File: src/rtl/bcd_scan_ctrl.sv
// Binary-to-BCD converter (shift-and-add-3, one bit per cycle) feeding a
// three-digit multiplexed display scanner with optional leading-zero blanking.
module bcd_scan_ctrl #(
  parameter logic [15:0] SCAN_DIV = 16'd50000,
  parameter logic        BLANK_EN = 1'b1
) (
  input  logic       clk,
  input  logic       rst,
  input  logic       in_valid,
  input  logic [7:0] in_data,
  output logic       in_ready,
  output logic       busy,
  output logic       done,
  output logic [2:0] digit_sel,
  output logic [3:0] digit_val,
  output logic       digit_blank
);

  typedef enum logic [1:0] {IDLE, SHIFT, DONE} state_t;

  state_t      state_q;
  logic [7:0]  sr_q;
  logic [11:0] work_q;
  logic [2:0]  cnt_q;
  logic [3:0]  hund_q, tens_q, ones_q;
  logic        done_q;
  logic [15:0] div_q;
  logic [1:0]  idx_q;

  logic [11:0] work_adj;
  logic [11:0] work_d;
  logic [7:0]  sr_d;

  // Add-3 correction on every digit >= 5, then shift {work, sr} left by one.
  always_comb begin
    work_adj = work_q;
    for (int i = 0; i < 3; i++) begin
      if (work_q[4*i +: 4] >= 4'd5) begin
        work_adj[4*i +: 4] = work_q[4*i +: 4] + 4'd3;
      end
    end
    work_d = {work_adj[10:0], sr_q[7]};
    sr_d   = {sr_q[6:0], 1'b0};
  end

  always_ff @(posedge clk) begin
    if (rst) begin
      state_q <= IDLE;
      sr_q    <= '0;
      work_q  <= '0;
      cnt_q   <= '0;
      hund_q  <= '0;
      tens_q  <= '0;
      ones_q  <= '0;
      done_q  <= 1'b0;
    end else begin
      done_q <= 1'b0;
      case (state_q)
        IDLE: begin
          if (in_valid) begin
            sr_q    <= in_data;
            work_q  <= '0;
            cnt_q   <= '0;
            state_q <= SHIFT;
          end
        end
        SHIFT: begin
          sr_q   <= sr_d;
          work_q <= work_d;
          cnt_q  <= cnt_q + 3'd1;
          if (cnt_q == 3'd7) begin
            state_q <= DONE;
            done_q  <= 1'b1;
          end
        end
        DONE: begin
          hund_q  <= work_q[11:8];
          tens_q  <= work_q[7:4];
          ones_q  <= work_q[3:0];
          state_q <= IDLE;
        end
        default: state_q <= IDLE;
      endcase
    end
  end

  // Scan timing runs freely, decoupled from conversions.
  always_ff @(posedge clk) begin
    if (rst) begin
      div_q <= '0;
      idx_q <= '0;
    end else if (div_q == SCAN_DIV - 16'd1) begin
      div_q <= '0;
      idx_q <= (idx_q == 2'd2) ? 2'd0 : idx_q + 2'd1;
    end else begin
      div_q <= div_q + 16'd1;
    end
  end

  assign in_ready = (state_q == IDLE) && !rst;
  assign busy     = (state_q != IDLE) && !rst;
  assign done     = done_q && !rst;

  always_comb begin
    digit_sel   = 3'b001;
    digit_val   = ones_q;
    digit_blank = 1'b0;
    case (idx_q)
      2'd1: begin
        digit_sel   = 3'b010;
        digit_val   = tens_q;
        digit_blank = BLANK_EN && (hund_q == 4'd0) && (tens_q == 4'd0);
      end
      2'd2: begin
        digit_sel   = 3'b100;
        digit_val   = hund_q;
        digit_blank = BLANK_EN && (hund_q == 4'd0);
      end
      default: ;
    endcase
    if (rst) begin
      digit_sel   = 3'b001;
      digit_val   = 4'd0;
      digit_blank = 1'b0;
    end
  end

endmodule

File: config.mk
export PLATFORM = sky130hd
export DESIGN_NAME = bcd_scan_ctrl
export DESIGN_NICKNAME = d
export VERILOG_FILES = /design/src/rtl/bcd_scan_ctrl.sv
export SDC_FILE = /design/constraint.sdc
export NUM_CORES = 1
export LEC_CHECK = 0
export CAP_MARGIN = 20
export CORE_ASPECT_RATIO = 2
export CORE_MARGIN = 2
export CORE_UTILIZATION = 35
export CTS_BUF_LIST = sky130_fd_sc_hd__clkbuf_8
export DETAILED_ROUTE_END_ITERATION = 16
export SETUP_SLACK_MARGIN = 0.5
export SLEW_MARGIN = 20
export SYNTH_ARGS = -nofsm -noshare
export SYNTH_HDL_FRONTEND = slang
export SYNTH_SLANG_ARGS = --single-unit
File: constraint.sdc
create_clock -name clk -period 1.6 [get_ports clk]
set_input_delay 0.32 -clock clk [delete_from_list [all_inputs] [get_ports clk]]
set_output_delay 0.32 -clock clk [all_outputs]
set_load 0.05 [all_outputs]
==> impl_results.md, run 1 <==
- PwrDens: 586 mW/mm^2
- Max Fanout on Critical Path: 6
- Max IR drop VDD: 0.396 mV
- HPWL Detailed: 4520 um
- Max Transition Viols Final: 0
- Largest net degree at the start of global routing: 17
- Port Buffers: 21
- Worst path arrival time: 1.56 ns
- Setup TNS: -1.58 ns
- Clock network power share: 29.5%
- Core Util, Final: 57.6%
- Largest area contributor in the netlist: dfxtp_1
- Synth top area share: 41.2%
- Sequential share of power: 56.4%
- Antenna violations before repair: 0
- Sw Share: 26.5%
- H-tree depth: 2
- RSZ-0062 raised after global routing: true
- Max Clock Freq: 533 MHz
- Relative slew slack: 77.8%
- RD Place Congestion: 0.765
- P_sw: 0.676 mW
- Worst slew pin tran: 0.331 ns
- Fin Hold WS: 0.396 ns
- Finished Layout Cells: 469
- Setup crit start kind: flip-flop
- Root Buffer: clkbuf_8
- Total gr overflow: 0
- Min-delay src: rst
- Die width: 66.4 um
- Boundary pin count: 22
- DRC: 0
- Setup Crit Path Kind: reg -> out
- Worst reg2reg path depth: 4
- Global-route wire length before repair: 11600 um
- Area grow syn2layout: 59.7%
- Seq/Total Area, Yosys: 41.2%
- Pint: 1.88 mW
- DP Worst Slack: -0.0554 ns
- Worst-skew pair later-pin latency: 0.32 ns
- GRT Overall Usage: 17.6%
- Finished Cell Area: 0.00435 sq mm
- Max clock buf depth: 2
- Syn Inst Count: 324
- Routed vias/inst: 5.20
- Total number of vias: 2441
- Setup Viol. Count Final: 8
- Die area: 0.00854 sq mm
- Initial Util: 36.1%
- Placed cell count: 437
- Critical Path Source: idx_q[1]
- Hold path cells: 3
- Lkg Pwr: 1.56 nW
- Failing checks: negative setup slack
- Ant diodes: 0
- Crit path required time: 1.28 ns
- Fin. Hold Viols: 0
- Vias in the first global route: 2467
- Total Power: 2.55 mW
- Worst-path clk slew: 0.10 ns
- Die Ht: 129 um
- Status: finished, violations left
- Syn Area/Cell: 8.40 sq um
- Ranking of synthesized cells by area: dfxtp_1 (41%), nor2_1 (7.0%), ha_1 (5.5%), a21oi_1 (5.3%), xnor2_1 (4.8%)
- Placed Area: 0.00346 sq mm
- Synth Cell Area: 0.00272 sq mm
- Layout net count: 398
- Routed wire length: 7310 um
- Clock sinks: 56
- Drt pass-1 iters: 4
- # rows: 45
- Final Cycle Share: 117%
- Setup Skew: 0.00885 ns
- Drt wl/cell: 15.6 um
- Drt initial violations: 107
- Post-route minimum period: 1.88 ns
- Syn nets: 347
- R2r startpoint: div_q[5]
- Post-route ant nets: 0
- Setup WS post-layout: -0.276 ns
- Layout cells sized above 1: 57.1%
- Max Cap Violations: 0
- Combinational power share: 14.1%
- Crit end category: primary output
- Synth cell types: 41
- Seq cells post-synth: 56
- Inserted Clock Buffers: 5
- Synth Warn #: 0
- CTS tree: built
- Hold WC Path Type: in -> reg
- Core area: 0.00754 sq mm
power groups by stage:
stage               sequential, mW  combinational, mW  clock [mW]
floorplan                     1.48              0.182           0
global placement              1.48              0.233           0
detailed placement            1.48              0.237           0
CTS                           1.43              0.315       0.769
global route                  1.44              0.387       0.821
finish                        1.44              0.360       0.752
state kept, by name, summed over array words and instances (netlist names):
| register | cells |
|---|---|
| work_q | 12 |
| div_q | 16 |
| hund_q | 4 |
| tens_q | 4 |
| ones_q | 4 |
| state_q | 2 |
| sr_q | 8 |
| idx_q | 2 |
| done_q | 1 |
| cnt_q | 3 |
layer usage:
metal	part of all wire, %	vias up	global-route usage, %
li1	-	1204	-
met1	37	1177	18.5
met2	58	38	33.2
met3	1.5	22	2.10
met4	3.1	0	8.52
met5	0	-	0
area by class of cell:
cell class / count / area (sq um)
clock inverter: 2 / 8.76
clock buffer: 5 / 68.8
multi-input combinational: 241 / 2210
inverter: 13 / 58.8
tap: 94 / 118
timing repair buffer: 58 / 696
fill: 653 / 3200
sequential: 56 / 1190
synthesized netlist by cell type, drive strengths merged:
| master | instances |
|---|---|
| nand2b | 8 |
| nor2 | 55 |
| dfxtp | 56 |
| nor2b | 11 |
| a22o | 6 |
| nor4bb | 1 |
| mux2i | 5 |
| nor4 | 4 |
| clkbuf | 9 |
| nand3b | 1 |
| and3 | 2 |
| a31oi | 1 |
| buf | 7 |
| o21ai | 5 |
| xor2 | 4 |
| or2 | 1 |
| a211oi | 7 |
| or3 | 2 |
| xnor2 | 15 |
| nand2 | 28 |
| nand4 | 6 |
| and4b | 1 |
| nand3 | 8 |
| nor3b | 1 |
| or4 | 1 |
| a21oi | 29 |
| a22oi | 7 |
| ha | 12 |
| inv | 13 |
| nor3 | 16 |
| and2 | 2 |
layout by cell type (no fill, tap or decap), drive strengths merged, types with 9 or more instances in the layout:
cell type   n
nor2       55
dfxtp      56
ha         12
nor3       16
a21oi      29
xnor2      15
inv        14
nand2      28
nor2b      11
buf        48
nand2b      9
timing repair:
| action | in CTS | in global routing |
|---|---|---|
| hold endpoints to repair | 0 | 0 |
| gates cloned | 4 | 0 |
| pin swaps | 42 | 21 |
| setup buffers | 16 | 5 |
| resized for setup | 102 | 61 |
| hold buffers | 0 | 0 |
| setup endpoints to repair | 66 | 66 |
path summary, 6_finish.rpt:
kind | slack, ns | end
worst max-delay path | -0.28 | digit_val[3]
worst min-delay path | 0.40 | div_q[2]
worst max register to register | 0.30 | div_q[1]
worst min register to register | 0.48 | cnt_q[0]
cell families (layout without fill, tap and decap cells):
family          after synthesis  count (layout)  share of synthesized area (%)
compound gates               55              55                           12.3
xor+xnor                     19              19                           6.11
fa+ha+maj                    12              12                           5.51
buf+inv                      29              78                           4.69
flops                        56              56                           41.2
mux                           5               5                           1.84
simple gates                148             150                           28.4
worst max-delay path, stage by stage (launching register included):
cell	delay, ns
dfxtp_2	0.36
inv_2	0.06
ha_4	0.25
buf_8	0.14
a211oi_4	0.26
buf_12	0.17
Note: power is estimated with default switching activity, not from simulation.
==> run 2, diff against run 1 <==
==> constraint.sdc (replaced) <==
create_clock -name clk -period 1.6 [get_ports clk]
set_input_delay 0.32 -clock clk [delete_from_list [all_inputs] [get_ports clk]]
set_output_delay 0.32 -clock clk [all_outputs]
set_load 0.005 [all_outputs]
==> impl_results.md, run 2 (synthesis results as in run 1) <==
- Status: finished, violations left (unchanged)
- Failing checks: negative setup slack (unchanged)
- Commonest non-fill, non-tap cell in the layout: buf_4 (was nor2_1)
- Setup Skew: 0.00977 ns (was 0.00885 ns)
- Largest net degree at the start of global routing: 17 (unchanged)
- P_sw: 0.670 mW (was 0.676 mW)
- Boundary pin count: 22 (unchanged)
- Max Cap Violations: 0 (unchanged)
- Sequential share of power: 53.3% (was 56.4%)
- Die area: 0.00854 sq mm (unchanged)
- Clock network power share: 33.7% (was 29.5%)
- Antenna violations before repair: 0 (unchanged)
- CTS tree: built (unchanged)
- GRT Overall Usage: 18.4% (was 17.6%)
- Max Clock Freq: 525 MHz (was 533 MHz)
- Initial Util: 36.1% (unchanged)
- Crit path max-delay family: buffers and inverters (unchanged)
- Worst-path clk slew: 0.09 ns (was 0.10 ns)
- Commonest cells after routing, fill and taps aside: buf_4 (34), dfxtp_1 (30), nor2_1 (28), a21oi_2 (19), buf_6 (17) (was nor2_1 (35), dfxtp_1 (29), buf_4 (21), a21oi_2 (19), nand2_1 (16))
- Total gr overflow: 0 (unchanged)
- Crit end category: primary output (unchanged)
- Fin. Hold Viols: 0 (unchanged)
- Final Cycle Share: 119% (was 117%)
- Routed wire length: 7520 um (was 7310 um)
- Sw Share: 24.6% (was 26.5%)
- Top reg by flops: div_q (unchanged)
- Lkg Pwr: 1.68 nW (was 1.56 nW)
- Setup crit start kind: flip-flop (unchanged)
- Port Buffers: 21 (unchanged)
- Vias in the first global route: 2578 (was 2467)
- Finished Layout Cells: 486 (was 469)
- Worst slew pin tran: 0.340 ns (was 0.331 ns)
- CP max stage delay: 0.38 ns (was 0.36 ns)
- CP Cell Sequence: inv_4, ha_4, buf_6, buf_6, a211oi_4, buf_2 (was inv_2, ha_4, buf_8, a211oi_4, buf_12)
- Max IR drop VDD: 0.769 mV (was 0.396 mV)
- Worst-skew pair later-pin latency: 0.31 ns (was 0.32 ns)
- CP max-delay cell: dfxtp_4 (was dfxtp_2)
- DRC: 0 (unchanged)
- DP Worst Slack: -0.291 ns (was -0.0554 ns)
- Setup WS post-layout: -0.303 ns (was -0.276 ns)
- Area occupied by multi-input gates: 0.00220 sq mm (was 0.00221 sq mm)
- Setup Viol. Count Final: 7 (was 8)
- PwrDens: 632 mW/mm^2 (was 586 mW/mm^2)
- Hold WC Path Type: in -> reg (unchanged)
- Drt wl/cell: 15.5 um (was 15.6 um)
- Fill count: 673 (was 653)
- Crit path required time: 1.28 ns (about the same)
- Biggest regs: div_q (16), work_q (12), sr_q (8) (unchanged)
- Drt pass-1 iters: 4 (unchanged)
- Die Ht: 129 um (unchanged)
- H-tree depth: 2 (unchanged)
- Global-route wire length before repair: 12000 um (was 11600 um)
- Sequential cell area: 0.00118 sq mm (was 0.00119 sq mm)
- Post-route ant nets: 0 (unchanged)
- Clock sinks: 56 (unchanged)
- Layout net count: 414 (was 398)
- Top cell by count, worst path: buf_6
- Placed cell count: 452 (was 437)
- Pint: 2.05 mW (was 1.88 mW)
- Worst path arrival time: 1.58 ns (was 1.56 ns)
- Total number of vias: 2467 (was 2441)
- Combinational power share: 13.0% (was 14.1%)
- Die width: 66.4 um (unchanged)
- RD Place Congestion: 0.802 (was 0.765)
- Max Transition Viols Final: 0 (unchanged)
- # rows: 45 (unchanged)
- Ant diodes: 0 (unchanged)
- Inserted Clock Buffers: 5 (unchanged)
- Max FFs per register: 16 (unchanged)
- Area grow syn2layout: 58.1% (was 59.7%)
- Post-route minimum period: 1.90 ns (was 1.88 ns)
- WP buf/inv: 4 (was 3)
- Relative slew slack: 77.3% (was 77.8%)
- Setup Crit Path Kind: reg -> out (unchanged)
- HPWL Detailed: 5060 um (was 4520 um)
- Core area: 0.00754 sq mm (unchanged)
- Max Fanout on Critical Path: 4 (was 6)
- Drt initial violations: 90 (was 107)
- Layout cells sized above 1: 58.7% (was 57.1%)
- Max clock buf depth: 2 (unchanged)
- RSZ-0062 raised after global routing: true (unchanged)
- Root Buffer: clkbuf_8 (unchanged)
- Routed vias/inst: 5.08 (was 5.20)
-- run 2: cell count changes in the layout (fill, tap and decap cells not counted), moves of 5 or more --
cell     change
buf_2       +10
buf_4       +13
buf_8        -7
nand2_4      +5
nor2_1       -7
buf_6        +8
buf_12       -8
-- run 2: metal layers --
layer	part of all wire [%]	routed length, um	track usage [%]
met5	0	0	0
met4	2.8	212	8.76
met3	1.7	126	2.27
met2	60	4480	36.1
met1	36	2710	18.0
-- run 2: final cells by class --
class	count	share of cell area, %
clock inverter	3	0.901
sequential	56	27.4
inverter	13	1.25
timing repair buffer	73	14.9
multi-input combinational	242	51.2
tap	94	2.73
clock buffer	5	1.60
-- run 2: timing repair --
item	in CTS	in global routing
hold buffers	0	0
setup buffers	20	2
pin swaps	59	30
gates resized for setup	126	68
endpoints found under the setup margin	66	66
gates cloned	4	0
-- run 2: final timing paths --
kind                            startpoint  cells past startpoint            to  slack, ns
worst max register to register  state_q[0]                      7    work_q[11]       0.21
worst min register to register    div_q[0]                      1      div_q[0]       0.47
worst max-delay path              idx_q[1]                      6  digit_val[2]      -0.30
worst min-delay path                   rst                      3      idx_q[0]       0.38
-- run 2: worst reg2reg max path: stages (launching register included) --
cell	delay (ns)
dfxtp_4	0.36
buf_6	0.12
buf_6	0.12
buf_6	0.13
nor2_4	0.14
or2_4	0.22
o21ai_2	0.06
a21oi_1	0.16
-- run 2: power groups by stage --
stage / registers (mW) / clock network (mW) / logic, mW
5_1_grt: 1.45 / 1.00 / 0.385
6_report: 1.45 / 0.918 / 0.354
4_1_cts: 1.44 / 0.939 / 0.310
2_1_floorplan: 1.48 / 0 / 0.165
3_3_place_gp: 1.48 / 0 / 0.230
3_5_place_dp: 1.48 / 0 / 0.231
-- run 2: through the flow --
stage	setup TNS, ns	instance area, sq um	power, mW	util, %	hold slack, ns
4_1_cts	-1.55	4040	2.69	53.6	0.419
3_5_place_dp	-1.76	3500	1.72	46.4	0.455
6_report	-1.44	4300	2.72	57.0	0.380
2_1_floorplan	0	3150	1.64	-	0.435
5_1_grt	-1.75	4300	2.84	57.0	0.389
3_3_place_gp	-1.82	3500	1.71	46.4	0.454
